==> src/rtl/debounce_scheduler.sv <==
// debounce_scheduler: sync + debounce N inputs, round-robin edge events on valid/ready (DEBOUNCE_SCHEDULER_TIMESTAMP_EN adds owv_evt_time)
module debounce_scheduler #(
    parameter int p_CHANNELS = 4,
    parameter int p_SYNC_DEPTH = 2,
    parameter int p_PRESCALE = 1000,
    parameter int p_STABLE_TICKS = 8,
    parameter logic [p_CHANNELS-1:0] p_INIT_VALUE = '0,
    localparam int CW = p_CHANNELS > 1 ? $clog2(p_CHANNELS) : 1
) (
    input logic iw_clk,
    input logic iw_reset,
    input logic [p_CHANNELS-1:0] iwv_raw,
    output logic [p_CHANNELS-1:0] owv_level,
    output logic ow_evt_valid,
    input logic iw_evt_ready,
    output logic [CW-1:0] owv_evt_channel,
    output logic ow_evt_rising,
`ifdef DEBOUNCE_SCHEDULER_TIMESTAMP_EN
    output logic [15:0] owv_evt_time,
`endif
    output logic [p_CHANNELS-1:0] owv_overflow,
    input logic iw_ovf_clear
);
    localparam int PW = $clog2(p_PRESCALE);
    localparam int SW = p_STABLE_TICKS > 1 ? $clog2(p_STABLE_TICKS) : 1;
    typedef enum logic {IDLE, OFFER} state_t;
    state_t state, state_n;
    logic [p_CHANNELS-1:0] sync_q [p_SYNC_DEPTH];
    logic [PW-1:0] pre_cnt;
    logic [SW-1:0] stab_cnt [p_CHANNELS];
    logic [p_CHANNELS-1:0] synced, toggle, take, pending, dir;
    logic [CW-1:0] ptr, sel;
    logic tick, load;
    assign synced = sync_q[p_SYNC_DEPTH-1];
    assign tick = pre_cnt == PW'(p_PRESCALE - 1);
    assign ow_evt_valid = state == OFFER;
    // synchronizer shift chain per channel
    always_ff @(posedge iw_clk) begin
        if (iw_reset) begin
            for (int i = 0; i < p_SYNC_DEPTH; i++) sync_q[i] <= p_INIT_VALUE;
        end else begin
            sync_q[0] <= iwv_raw;
            for (int i = 1; i < p_SYNC_DEPTH; i++) sync_q[i] <= sync_q[i-1];
        end
    end
    // free-running prescaler producing the sample tick
    always_ff @(posedge iw_clk) pre_cnt <= iw_reset || tick ? '0 : pre_cnt + 1'b1;
    // a channel toggles on the tick that completes its stability window
    always_comb begin
        toggle = '0;
        for (int i = 0; i < p_CHANNELS; i++)
            toggle[i] = tick && synced[i] != owv_level[i] && stab_cnt[i] == SW'(p_STABLE_TICKS - 1);
    end
    // stability counters and debounced levels
    always_ff @(posedge iw_clk) begin
        if (iw_reset) begin
            owv_level <= p_INIT_VALUE;
            for (int i = 0; i < p_CHANNELS; i++) stab_cnt[i] <= '0;
        end else if (tick) begin
            owv_level <= owv_level ^ toggle;
            for (int i = 0; i < p_CHANNELS; i++)
                stab_cnt[i] <= synced[i] == owv_level[i] || toggle[i] ? '0 : stab_cnt[i] + 1'b1;
        end
    end
    // first pending channel at or after the round-robin pointer
    always_comb begin
        sel = '0;
        for (int k = p_CHANNELS - 1; k >= 0; k--)
            if (pending[(int'(ptr) + k) % p_CHANNELS]) sel = CW'((int'(ptr) + k) % p_CHANNELS);
    end
    // event FSM: load a new event when idle or on handshake
    always_comb begin
        state_n = state;
        load = 1'b0;
        take = '0;
        if (state == IDLE || iw_evt_ready) begin
            load = |pending;
            state_n = |pending ? OFFER : IDLE;
        end
        for (int i = 0; i < p_CHANNELS; i++) take[i] = load && sel == CW'(i);
    end
    // event FSM state register
    always_ff @(posedge iw_clk) state <= iw_reset ? IDLE : state_n;
    // pending/dir/overflow; a new toggle beats the arbiter's clear
    always_ff @(posedge iw_clk) begin
        if (iw_reset) begin
            pending <= '0;
            dir <= '0;
            owv_overflow <= '0;
        end else begin
            pending <= (pending & ~take) | toggle;
            dir <= (dir & ~toggle) | (synced & toggle);
            owv_overflow <= (owv_overflow & ~{p_CHANNELS{iw_ovf_clear}}) | (toggle & pending & ~take);
        end
    end
    // offered event registers and round-robin pointer
    always_ff @(posedge iw_clk) begin
        if (iw_reset) begin
            ptr <= '0;
            owv_evt_channel <= '0;
            ow_evt_rising <= 1'b0;
        end else if (load) begin
            owv_evt_channel <= sel;
            ow_evt_rising <= dir[sel];
            ptr <= sel == CW'(p_CHANNELS - 1) ? '0 : sel + 1'b1;
        end
    end
`ifdef DEBOUNCE_SCHEDULER_TIMESTAMP_EN
    logic [15:0] ts_cnt;
    logic [15:0] ts_q [p_CHANNELS];
    // tick counter, per-channel capture at toggle, output on load
    always_ff @(posedge iw_clk) begin
        if (iw_reset) begin
            ts_cnt <= '0;
            owv_evt_time <= '0;
            for (int i = 0; i < p_CHANNELS; i++) ts_q[i] <= '0;
        end else begin
            if (tick) ts_cnt <= ts_cnt + 1'b1;
            for (int i = 0; i < p_CHANNELS; i++) if (toggle[i]) ts_q[i] <= ts_cnt;
            if (load) owv_evt_time <= ts_q[sel];
        end
    end
`endif
endmodule

==> config.mk <==
export PLATFORM = sky130hd
export DESIGN_NAME = debounce_scheduler
export DESIGN_NICKNAME = d
export VERILOG_FILES = /design/src/rtl/debounce_scheduler.sv
export SDC_FILE = /design/constraint.sdc
export NUM_CORES = 1
export LEC_CHECK = 0
export ABC_CLOCK_PERIOD_IN_PS = 1800
export CORE_MARGIN = 2
export CORE_UTILIZATION = 40
export CTS_BUF_LIST = sky130_fd_sc_hd__clkbuf_4
export DETAILED_ROUTE_END_ITERATION = 7
export GPL_TIMING_DRIVEN = 0
export RECOVER_POWER = 50
export SYNTH_ARGS = -nofsm -noshare
export SYNTH_HDL_FRONTEND = slang
export SYNTH_SLANG_ARGS = --single-unit
==> constraint.sdc <==
create_clock -name iw_clk -period 1.8 [get_ports iw_clk]
set_input_delay 0.27 -clock iw_clk [delete_from_list [all_inputs] [get_ports iw_clk]]
set_output_delay 0.27 -clock iw_clk [all_outputs]
set_load 0.03 [all_outputs]
==> run summary <==
Number of synthesized flops with an enable pin: 12
Synthesized area per cell: 9.89 um2
HPWL Detailed: 2.84 mm
Yosys reg bits: 52
Prevailing post-synth register cell: dfxtp_1
Clock Latency Late Sink: 380 ps
Critical path's slowest cell: clkdlybuf4s50_1
Final Util: 48.6%
Clock slew at reported path FFs: 170 ps
Critical Path Source Type: flip-flop
Hold crit path type: in -> reg
Fmax: 594 MHz
RSZ-0062 raised after global routing: no
Power Total: 1.87 mW
Core Footprint: 5540 um2
Async SR Flop Fraction: 0%
Place WS: -128 ps
Final hold slack: 417 ps
Initial Utilization: 41.6%
Crit-path max cell delay: 670 ps
Die Area: 6380 um2
Post-Layout Cell Count: 333
Bufs and invs on worst path: 1
# setup viols final: 0
Final Cycle Share: 93.5%
Worst Slack Setup Final: 117 ps
WHS Endpoint: sync_q[0][1]
Cts hold-fix bufs: 0
Average wire per standard cell: 12.2 um
Nets: 281
Number of iterations in the first detailed-routing pass: 4
Number of synthesis warnings: 0
Gr usage total: 14.3%
Clk buf depth: 2
R2R cell count: 5
Largest area contributor in the netlist: dfxtp_1
Layout area overhead: 16.9%
Final wirelength: 4.07 mm
DRC errors left: 0
Crit Path Category: reg -> out
Num CTS Buffers: 5
Peak VDD IR: 0.495 mV
H-tree depth: 2
Layout cells sized above 1: 11.1%
Max-slew headroom: 61.6%
Clk sinks: 52
Via count: 1623
Synthesized net count: 254
Ant diodes: 0
Vias in the first global route: 1520
R2R Path Start: pre_cnt[1]
Worst Path Required: 1530 ps
Worst Tran Pin Value: 577 ps
Final Hold Viols: 0
Vias per cell: 4.87
Worst reg2reg setup slack: 120 ps
Min-Delay Path Depth: 2
Max cap viols: 0
Die span in y: 79.9 um
I/O pins: 20
Post-route setup TNS: 0 ps
Cells after Synth: 233
Sequential area share after synthesis: 50.4%
Top cell type's share of synthesized area: 34.7%
CTS root buffer: clkbuf_4
Initial DRC count: 48
Rows: 27
Hold_sp: iwv_raw[1]
Status: complete, no violations
Critical path arrival: 1410 ps
Crit-path max FO: 2
Area post-placement: 2570 um2
CTS tree: yes
Pin count of the biggest net entering global routing: 22
Antenna Nets Post-Route: 0
Delay-heaviest family, CP: buffers and inverters
Placed cells: 323
Most common cell in the netlist: dfxtp_1
Critical Path, Cell by Cell: clkdlybuf4s50_1
Clock Skews: 12.2 ps
First-pass GRT wire length: 6.98 mm
Crit end category: output pin
Fin. max-slew vios: 0
Power per Cell Area: 696 nW/um2
Min Tclk post-route: 1680 ps
Initial antenna violation count: 0
Synth area leaders: dfxtp_1, edfxtp_1, ha_1, nor2_1, a21oi_1
Pleak: 0.996 nW
Grt ovf: 0
Port Buffers: 18
R2r endpoint: stab_cnt[0][1]
Most frequent cells after synthesis: dfxtp_1, nor2_1, a21oi_1, nand2_1, ha_1
Synth unique cells: 36
GP Congestion: 0.782
Die W: 79.9 um
Fin area: 2690 um2
Area of the mapped netlist: 2300 um2
[state kept, by name, indices dropped and copies added (netlist names), 2 cells and up, named ones only]
signal           count
stab_cnt            12
pre_cnt             10
owv_level            4
sync_q               8
ptr                  2
owv_evt_channel      2
pending              4
owv_overflow         4
[metal layers]
metal	part of all wire, %	track usage, %	vias to the layer above
met2	44	22.4	30
met5	0	0	-
li1	-	-	845
met1	49	18.6	742
met3	4.3	3.85	6
met4	1.8	5.59	0
[how the worst max path moves through the flow]
stage	startpoint	to	slack, ps	cells past startpoint
2_1_floorplan	pre_cnt[0]	stab_cnt[0][0]	120	5
4_1_cts	pre_cnt[0]	stab_cnt[3][0]	20	5
6_report	owv_overflow[2]	owv_overflow[2]	120	1
3_5_place_dp	pre_cnt[0]	stab_cnt[0][0]	-130	5
3_3_place_gp	pre_cnt[0]	stab_cnt[3][1]	-110	5
5_1_grt	pre_cnt[1]	owv_overflow[0]	9	6
[kinds of logic (layout without fill, tap and decap cells)]
logic type	after synthesis	count (layout)	synth area share, %
fa+ha+maj	13	13	7.06
compound gates	32	32	9.18
mux	6	6	2.61
buf+inv	20	48	3.58
xor+xnor	12	12	4.56
simple gates	98	98	22.6
flops	52	52	50.4
[layout make-up]
cell class / count / area [um2]
Buffer: 8 / 43.8
Clock inverter: 3 / 26.3
Inverter: 12 / 45.0
Tap cell: 72 / 90.1
Sequential cell: 52 / 1160
Timing Repair Buffer: 20 / 188
Fill cell: 544 / 2850
Multi-Input combinational cell: 161 / 1100
Clock buffer: 5 / 37.5
[layout by cell type, fill, tap and decap left out, types with 2 or more instances in the layout]
master           instances
mux2i_1                  6
inv_6                    2
nand3_1                  5
clkbuf_4                 5
nor2b_1                 12
clkdlybuf4s50_1         14
xnor2_1                  8
nand2_1                 15
clkbuf_1                 4
xor2_1                   4
buf_4                    2
o21ai_0                  8
dlygate4sd2_1            4
dfxtp_1                 38
nand4_1                  5
nor2_2                   2
a32oi_1                  2
nor2_1                  33
buf_2                    2
nor4_4                   2
ha_1                    13
edfxtp_1                12
and3_1                   2
nor4_2                   2
nand2b_1                 4
a21oi_1                 16
and2_1                   7
dfxtp_2                  2
inv_1                   12
[what timing repair did]
item                                    in CTS  in global routing
setup buffers                                1                  1
pin swaps                                    1                  4
endpoints found under the setup margin      34                 32
gates resized for setup                      7                  8
[report_power, final]
part	total, mW	internal, mW	switching (mW)
clock	0.568	0.166	0.401
combinational	0.0753	0.0336	0.0417
sequential	1.23	1.22	0.0137
Power figures use the tool's default switching activity.
